File: src/rtl/weight_loader.sv
// Streams weight words over valid/ready, packs `size` words per row and issues one-cycle row writes
// for every row of every layer. Optional running checksum: define WEIGHT_LOADER_CHECKSUM_EN.
module weight_loader #(
  parameter int unsigned data_size  = 16,
  parameter int unsigned size       = 3,
  parameter int unsigned layer_size = 5
) (
  input  logic                        clk,
  input  logic                        rst_n,
  input  logic                        start,
  input  logic [data_size-1:0]        in_data,
  input  logic                        in_valid,
  output logic                        in_ready,
  output logic [31:0]                 write_layer_index,
  output logic [31:0]                 write_row_index,
  output logic [data_size*size-1:0]   write_data,
  output logic                        is_write,
  output logic                        busy,
  output logic                        done
`ifdef WEIGHT_LOADER_CHECKSUM_EN
  ,
  output logic [data_size-1:0]        checksum
`endif
);

  localparam int unsigned CNT_W = (size > 1) ? $clog2(size) : 1;
  localparam int unsigned LYR_W = (layer_size > 1) ? $clog2(layer_size) : 1;
  localparam int unsigned ROW_W = data_size * size;

  typedef enum logic [1:0] {
    S_IDLE,
    S_LOAD,
    S_WRITE,
    S_DONE
  } state_t;

  state_t             state_q;
  logic [CNT_W-1:0]   word_cnt_q;
  logic [CNT_W-1:0]   row_cnt_q;
  logic [LYR_W-1:0]   layer_cnt_q;
  logic [ROW_W-1:0]   data_q;
  logic [ROW_W-1:0]   data_d;
  logic [31:0]        wr_row_q;
  logic [31:0]        wr_layer_q;
  logic               is_write_q;
  logic               done_q;
  logic               accept_c;
  logic               word_last_c;
  logic               row_last_c;
  logic               layer_last_c;

  assign accept_c     = in_valid && (state_q == S_LOAD);
  assign word_last_c  = (word_cnt_q == CNT_W'(size - 1));
  assign row_last_c   = (row_cnt_q == CNT_W'(size - 1));
  assign layer_last_c = (layer_cnt_q == LYR_W'(layer_size - 1));

  // Row buffer with the incoming word dropped into column word_cnt (column 0 in the MSB slice)
  always_comb begin
    data_d = data_q;
    for (int unsigned k = 0; k < size; k++) begin
      if (word_cnt_q == CNT_W'(k)) begin
        data_d[(size-k)*data_size-1 -: data_size] = in_data;
      end
    end
  end

`ifdef WEIGHT_LOADER_CHECKSUM_EN
  logic [data_size-1:0] checksum_q;
  logic [data_size-1:0] checksum_d;
  assign checksum_d = checksum_q + in_data;
  assign checksum   = checksum_q;
`endif

  // Control FSM with all counters and registered outputs
  always_ff @(posedge clk) begin
    if (!rst_n) begin
      state_q     <= S_IDLE;
      word_cnt_q  <= '0;
      row_cnt_q   <= '0;
      layer_cnt_q <= '0;
      data_q      <= '0;
      wr_row_q    <= '0;
      wr_layer_q  <= '0;
      is_write_q  <= 1'b0;
      done_q      <= 1'b0;
`ifdef WEIGHT_LOADER_CHECKSUM_EN
      checksum_q  <= '0;
`endif
    end else begin
      is_write_q <= 1'b0;
      done_q     <= 1'b0;
      case (state_q)
        S_IDLE: begin
          if (start) begin
            state_q     <= S_LOAD;
            word_cnt_q  <= '0;
            row_cnt_q   <= '0;
            layer_cnt_q <= '0;
`ifdef WEIGHT_LOADER_CHECKSUM_EN
            checksum_q  <= '0;
`endif
          end
        end
        S_LOAD: begin
          if (accept_c) begin
            data_q <= data_d;
`ifdef WEIGHT_LOADER_CHECKSUM_EN
            checksum_q <= checksum_d;
`endif
            if (word_last_c) begin
              state_q    <= S_WRITE;
              is_write_q <= 1'b1;
              wr_row_q   <= 32'(row_cnt_q);
              wr_layer_q <= 32'(layer_cnt_q);
            end else begin
              word_cnt_q <= word_cnt_q + CNT_W'(1);
            end
          end
        end
        S_WRITE: begin
          word_cnt_q <= '0;
          if (!row_last_c) begin
            row_cnt_q <= row_cnt_q + CNT_W'(1);
            state_q   <= S_LOAD;
          end else begin
            row_cnt_q <= '0;
            if (!layer_last_c) begin
              layer_cnt_q <= layer_cnt_q + LYR_W'(1);
              state_q     <= S_LOAD;
            end else begin
              state_q <= S_DONE;
              done_q  <= 1'b1;
            end
          end
        end
        S_DONE: begin
          state_q <= S_IDLE;
        end
        default: begin
          state_q <= S_IDLE;
        end
      endcase
    end
  end

  assign in_ready          = (state_q == S_LOAD);
  assign busy              = (state_q != S_IDLE);
  assign is_write          = is_write_q;
  assign done              = done_q;
  assign write_data        = data_q;
  assign write_row_index   = wr_row_q;
  assign write_layer_index = wr_layer_q;

endmodule

File: config.mk
export PLATFORM = sky130hd
export DESIGN_NAME = weight_loader
export DESIGN_NICKNAME = d
export VERILOG_FILES = /design/src/rtl/weight_loader.sv
export SDC_FILE = /design/constraint.sdc
export NUM_CORES = 1
export LEC_CHECK = 0
export CAP_MARGIN = 10
export CORE_UTILIZATION = 41
export DETAILED_ROUTE_END_ITERATION = 10
export PLACE_DENSITY = 0.91
export SLEW_MARGIN = 20
export SYNTH_ARGS = -nofsm -noshare
export SYNTH_HDL_FRONTEND = slang
export SYNTH_SLANG_ARGS = --single-unit
File: constraint.sdc
create_clock -name clk -period 1.9 [get_ports clk]
set_clock_uncertainty 0.05 [all_clocks]
set_input_delay 0.38 -clock clk [delete_from_list [all_inputs] [get_ports clk]]
set_output_delay 0.38 -clock clk [all_outputs]
set_load 0.1 [all_outputs]
==> results.sh, run 1 <==
export IMPL_drtIter0Drc=117
export IMPL_ant_nets=0
export IMPL_crit_required_ns=1.47
export IMPL_dpl_hpwl_mm=4.60
export IMPL_hp_class="primary input to flop"
export IMPL_coreArea_sq_mm=0.00649
export IMPL_start_util_pct=43.3
export IMPL_clk_pin_slew_ns=0.06
export IMPL_syn_area_sq_mm=0.00282
export IMPL_layout_nets=417
export IMPL_min_period_ns=1.83
export IMPL_port_buffers=76
export IMPL_clkLatencyLatePin_ns=0.32
export IMPL_p_sw_mw=1.27
export IMPL_hold_viol_final=0
export IMPL_cts_tree="yes"
export IMPL_routed_wl_mm=6.24
export IMPL_setup_viol=0
export IMPL_die_w_um=84.9
export IMPL_crit_type="flop to primary output"
export IMPL_rows=29
export IMPL_critPathLaunchType="flop"
export IMPL_routed_via_density=4.84
export IMPL_cp_max_fo=10
export IMPL_synth_edf_count=0
export IMPL_overflow=0
export IMPL_synth_area_top_cells="dfxtp_1 (46%), buf_4 (16%), nand3_1 (10%), o21ai_0 (6.4%), nand2_1 (2.8%)"
export IMPL_vias=2291
export IMPL_grt_pass1_vias=2116
export IMPL_drt_first_pass_iters=9
export IMPL_cts_root_buf="clkbuf_8"
export IMPL_period_share_pct=96.5
export IMPL_gp_congestion=0.758
export IMPL_cellPowerDensity_mw_per_mm2=786
export IMPL_die_area_sq_mm=0.00720
export IMPL_grt_max_degree=44
export IMPL_antenna_found_initial=0
export IMPL_cts_buffers=9
export IMPL_synthFlopType="dfxtp_1"
export IMPL_async_flop_share_pct=0
export IMPL_layout_drive_gt1_share_pct=20.5
export IMPL_grt_util_all_layers_pct=18.2
export IMPL_syn_inst=322
export IMPL_ios=136
export IMPL_utilization_pct=63.6
export IMPL_reg2reg_depth=5
export IMPL_sw_frac_of_total_pct=39.1
export IMPL_postSynthAreaPerCell_sq_um=8.74
export IMPL_p_clk_share_pct=29.0
export IMPL_status="complete, but fails checks"
export IMPL_fill_cells=532
export IMPL_comb_power_share_pct=28.1
export IMPL_area_delta_synth_final_pct=46.6
export IMPL_ys_warnings_count=0
export IMPL_cts_sinks=64
export IMPL_internal_power_mw=1.98
export IMPL_cts_max_path_buffers=2
export IMPL_finalMaxSlewViolations=0
export IMPL_maxCapViolCount=0
export IMPL_wl_per_cell_um=13.2
export IMPL_synth_top_area_share_pct=45.5
export IMPL_arrival_ns=1.40
export IMPL_endpoint_kind="primary output"
export IMPL_ys_seq_elements=64
export IMPL_drc=12
export IMPL_failed_checks="DRC"
export IMPL_pwr_share_seq_pct=42.9
export IMPL_cts_htree_levels=3
export IMPL_ys_types=35
export IMPL_leakage_nw=1.66
export IMPL_diodes=0
export IMPL_whs_ns=0.365
export IMPL_yosysTopAreaCell="dfxtp_1"
export IMPL_rsz0062_at_grt="false"
export IMPL_tns_ns=0
export IMPL_die_y_um=84.9
export IMPL_worst_hold_path_num_cells=2
export IMPL_vdd_ir_drop_max_uv=452
export IMPL_grt_pass1_wl_mm=10.3
export IMPL_cts_setup_buffers=0
export IMPL_yosysSeqAreaShare_pct=45.5
export IMPL_fmax_mhz=546
[worst max-delay path, stage by stage (launching register included)]
cell and delay, ns:
dfxtp_1 0.55, nand2b_1 0.23, inv_1 0.12, buf_12 0.18
[logic make-up after synthesis]
logic type / Yosys count / synth area share, %
buf+inv: 89 / 20.4
other cells: 1 / 0.133
compound gates: 66 / 13.6
flops: 64 / 45.5
mux: 2 / 0.711
simple gates: 95 / 17.5
fa+ha+maj: 5 / 2.22
[final timing paths]
| kind | slack, ns | endpoint | startpoint |
|---|---|---|---|
| hold / removal | 0.37 | layer_cnt_q[2] | rst_n |
| setup / recovery | 0.07 | in_ready | state_q[1] |
| hold reg to reg | 0.44 | word_cnt_q[0] | word_cnt_q[0] |
| setup reg to reg | 0.28 | layer_cnt_q[2] | layer_cnt_q[0] |
[metal layers]
metal / track usage, % / wire, um / part of all wire (%) / vias to the layer above
met4: 10.2 / 139 / 2.2 / 0
li1: - / - / - / 1123
met5: 0 / 0 / 0 / -
met3: 4.28 / 305 / 4.9 / 15
met2: 31.3 / 3230 / 52 / 88
met1: 21.1 / 2570 / 41 / 1065
[sequential cells by signal, summed over array words and instances (netlist names)]
| register | count |
|---|---|
| write_data | 48 |
| layer_cnt_q | 3 |
| write_layer_index | 3 |
| row_cnt_q | 2 |
| state_q | 2 |
| word_cnt_q | 2 |
| write_row_index | 2 |
| done | 1 |
| is_write | 1 |
[placed cells by master, fill, tap and decap left out, types with 3 or more instances in the layout]
cell type / instances
buf_4: 3
clkbuf_1: 5
o21ai_1: 14
nand3_1: 58
buf_12: 59
o21ai_0: 36
conb_1: 59
inv_1: 8
dfxtp_1: 63
clkdlybuf4s50_1: 18
nor2_1: 6
o31ai_1: 3
ha_1: 5
nand2_1: 21
clkbuf_8: 9
[power by group through the flow]
stage / logic, mW / clock network (mW) / registers, mW
finish: 0.912 / 0.941 / 1.39
global route: 0.939 / 1.03 / 1.39
detailed placement: 0.909 / 0 / 1.42
floorplan: 0.718 / 0 / 1.54
CTS: 0.910 / 0.966 / 1.39
global placement: 0.901 / 0 / 1.42
[cell type report]
type / count / area (sq um) / area share [%]
sequential: 64 / 1280 / 31.1
clock buffer: 14 / 143 / 3.46
tap: 77 / 96.3 / 2.33
inverter: 9 / 33.8 / 0.818
multi-input combinational: 227 / 1180 / 28.6
clock inverter: 1 / 5.00 / 0.121
timing repair buffer: 81 / 1390 / 33.6
[synth_stat cells (2+ instances only)]
library cell / number
nand4b_1: 2
o21ai_1: 14
nor2_1: 6
buf_2: 8
clkbuf_1: 6
ha_1: 5
buf_1: 5
nand2_1: 21
nand2b_1: 2
o2111ai_1: 2
nand4_1: 2
nand3_1: 58
dfxtp_1: 64
o31ai_1: 3
buf_4: 61
inv_1: 8
o21ai_0: 36
mux2i_1: 2
[per-stage QoR]
stage	cells	setup WS, ns	power [mW]	area [sq um]
after floorplan	380	0.237	2.26	3030
after detailed placement	458	0.103	2.33	3980
after global routing	473	0.00438	3.36	4130
final	473	0.0669	3.25	4130
after global placement	458	0.217	2.32	3980
after CTS	473	0.0511	3.27	4130
[repair_timing]
item                                    4_1_cts  5_1_grt
gates resized for setup                       0        1
hold buffers                                  0        0
endpoints found under the hold margin         0        0
endpoints found under the setup margin        0        1
(Power assumes the default switching activity.)
==> inputs of run 2 (changes only) <==
clock period = 2 ns   (was 1.9 ns; I/O delays follow)
==> run 2 against run 1 <==
Effect of this change:
- the run still ends with DRC left
- worst hold slack gained 0.030 ns
- clock power grew 24%
- utilization shrank 9.6 points
- first-iteration DRC count shrank 32%
- worst setup slack gained 0.11 ns
- design area shrank 15%
- critical path depth is the same
- via count shrank 3.3%
- critical endpoint unchanged
==> results.sh, run 2 (synthesis gave the netlist of run 1 again) <==
export IMPL_grt_pass1_vias=1993
export IMPL_hp_class="primary input to flop"
export IMPL_rr_endpoint="layer_cnt_q[2]"
export IMPL_diodes=0
export IMPL_drt_first_pass_iters=8
export IMPL_drc=12
export IMPL_die_y_um=84.9
export IMPL_cts_buffers=9
export IMPL_antenna_found_initial=0
export IMPL_crit_type="flop to primary output"
export IMPL_layout_nets=418
export IMPL_min_to="state_q[1]"
export IMPL_ctsHoldBuffers=0
export IMPL_cts_max_path_buffers=2
export IMPL_die_w_um=84.9
export IMPL_cts_sinks=64
export IMPL_pre_cts_slack_ns=0.207
export IMPL_routed_via_density=4.66
export IMPL_layout_drive_gt1_share_pct=21.6
export IMPL_clk_pin_slew_ns=0.06
export IMPL_ios=136
export IMPL_arrival_ns=1.37
export IMPL_setup_slack_ns=0.178
export IMPL_cp_max_fo=8
export IMPL_min_period_ns=1.82
export IMPL_cts_setup_buffers=0
export IMPL_start_util_pct=43.3
export IMPL_final_common_cell="dfxtp_1"
export IMPL_utilization_pct=53.9
export IMPL_status="complete, but fails checks"
export IMPL_coreArea_sq_mm=0.00649
export IMPL_routed_top_layer="met4"
export IMPL_grt_util_all_layers_pct=16.3
export IMPL_gp_congestion=0.772
export IMPL_reg2reg_depth=5
export IMPL_leakage_nw=1.54
export IMPL_whs_ns=0.395
export IMPL_cts_htree_levels=3
export IMPL_wl_per_cell_um=12.3
export IMPL_maxCapViolCount=0
export IMPL_drtIter0Drc=80
export IMPL_holdCritStartpoint="rst_n"
export IMPL_rr_startpoint="layer_cnt_q[0]"
export IMPL_die_area_sq_mm=0.00720
export IMPL_dr_wl_met3_um=299
export IMPL_ant_nets=0
export IMPL_placed_area_sq_mm=0.00329
export IMPL_worst_hold_path_num_cells=3
export IMPL_p_sw_mw=1.20
export IMPL_failed_checks="DRC"
export IMPL_endpoint_kind="primary output"
export IMPL_clkLatencyLatePin_ns=0.33
export IMPL_finalMaxSlewViolations=0
export IMPL_port_buffers=76
export IMPL_tns_ns=0
export IMPL_hold_viol_final=0
export IMPL_fmax_mhz=549
export IMPL_wl_met1_mm=2.49
export IMPL_grt_pass1_wl_mm=9.11
export IMPL_grt_max_degree=49
export IMPL_dpl_hpwl_mm=4.33
export IMPL_regToRegSetupSlack_ns=0.36
export IMPL_rows=29
export IMPL_overflow=0
export IMPL_cellPowerDensity_mw_per_mm2=942
export IMPL_comb_power_share_pct=24.8
export IMPL_critPathLaunchType="flop"
export IMPL_fill_cells=609
export IMPL_setup_viol=0
export IMPL_routed_wl_mm=5.84
export IMPL_vias=2215
export IMPL_period_share_pct=91.1
export IMPL_cts_root_buf="clkbuf_8"
export IMPL_rsz0062_at_grt="false"
export IMPL_vdd_ir_drop_max_uv=403
export IMPL_sw_frac_of_total_pct=36.4
export IMPL_pwr_share_seq_pct=39.7
export IMPL_cts_tree="yes"
export IMPL_p_clk_share_pct=35.5
export IMPL_largest_reg_flops=48
export IMPL_cts_resized=0
export IMPL_crit_required_ns=1.55
export IMPL_final_cell_mix="dfxtp_1 (64), buf_4 (60), conb_1 (59)"
export IMPL_internal_power_mw=2.10
export IMPL_wl_met2_mm=2.94
export IMPL_design_area_sq_mm=0.00350
export IMPL_area_delta_synth_final_pct=24.4
==> run 2: cell count changes in the layout (fill, tap and decap cells not counted) <==
| cell | previous run | this run |
|---|---|---|
| dfxtp_2 | 1 | 0 |
| bufinv_16 | 0 | 1 |
| buf_12 | 59 | 3 |
| clkbuf_1 | 5 | 1 |
| buf_4 | 3 | 60 |
| clkbuf_8 | 9 | 13 |
| dfxtp_1 | 63 | 64 |
==> run 2: layout make-up <==
| cell class | count | area, sq um | area share, % |
|---|---|---|---|
| clock buffers | 14 | 183 | 5.21 |
| clock inverters | 2 | 35.0 | 1.00 |
| inverters | 9 | 33.8 | 0.964 |
| multi-input cells | 227 | 1180 | 33.6 |
| flip-flops and latches | 64 | 1280 | 36.6 |
| well taps | 77 | 96.3 | 2.75 |
| repair buffers | 82 | 696 | 19.9 |
==> run 2: worst max path at each step <==
stage / slack [ns] / cells past startpoint / start / endpoint
6_report: 0.18 / 3 / state_q[0] / in_ready
5_1_grt: 0.11 / 3 / state_q[0] / in_ready
4_1_cts: 0.16 / 3 / state_q[0] / in_ready
3_5_place_dp: 0.21 / 5 / in_valid / write_data[20]
3_3_place_gp: 0.28 / 5 / in_valid / write_data[43]
2_1_floorplan: 0.32 / 3 / state_q[1] / in_ready
==> run 2: per-stage QoR <==
step | instances | power, mW
final | 475 | 3.30
after global routing | 475 | 3.41
after CTS | 475 | 3.33
after detailed placement | 459 | 2.16
after global placement | 459 | 2.15
after floorplan | 380 | 2.14
==> run 2: critical path, stage by stage (launching register included) <==
cell	delay [ns]
dfxtp_1	0.52
nand2b_1	0.16
inv_1	0.17
buf_12	0.19
==> run 2: power by group through the flow <==
stage	Clock, mW	Sequential [mW]	Combinational, mW
global placement	0	1.34	0.811
detailed placement	0	1.34	0.815
finish	1.17	1.31	0.817
CTS	1.20	1.31	0.816
global route	1.25	1.31	0.841
floorplan	0	1.46	0.682
==> run 2: routing by layer <==
| layer | vias to the layer above | GRT usage (%) |
|---|---|---|
| li1 | 1131 | - |
| met1 | 987 | 18.5 |
| met2 | 86 | 29.0 |
| met3 | 11 | 3.70 |
| met4 | 0 | 7.70 |
| met5 | - | 0 |
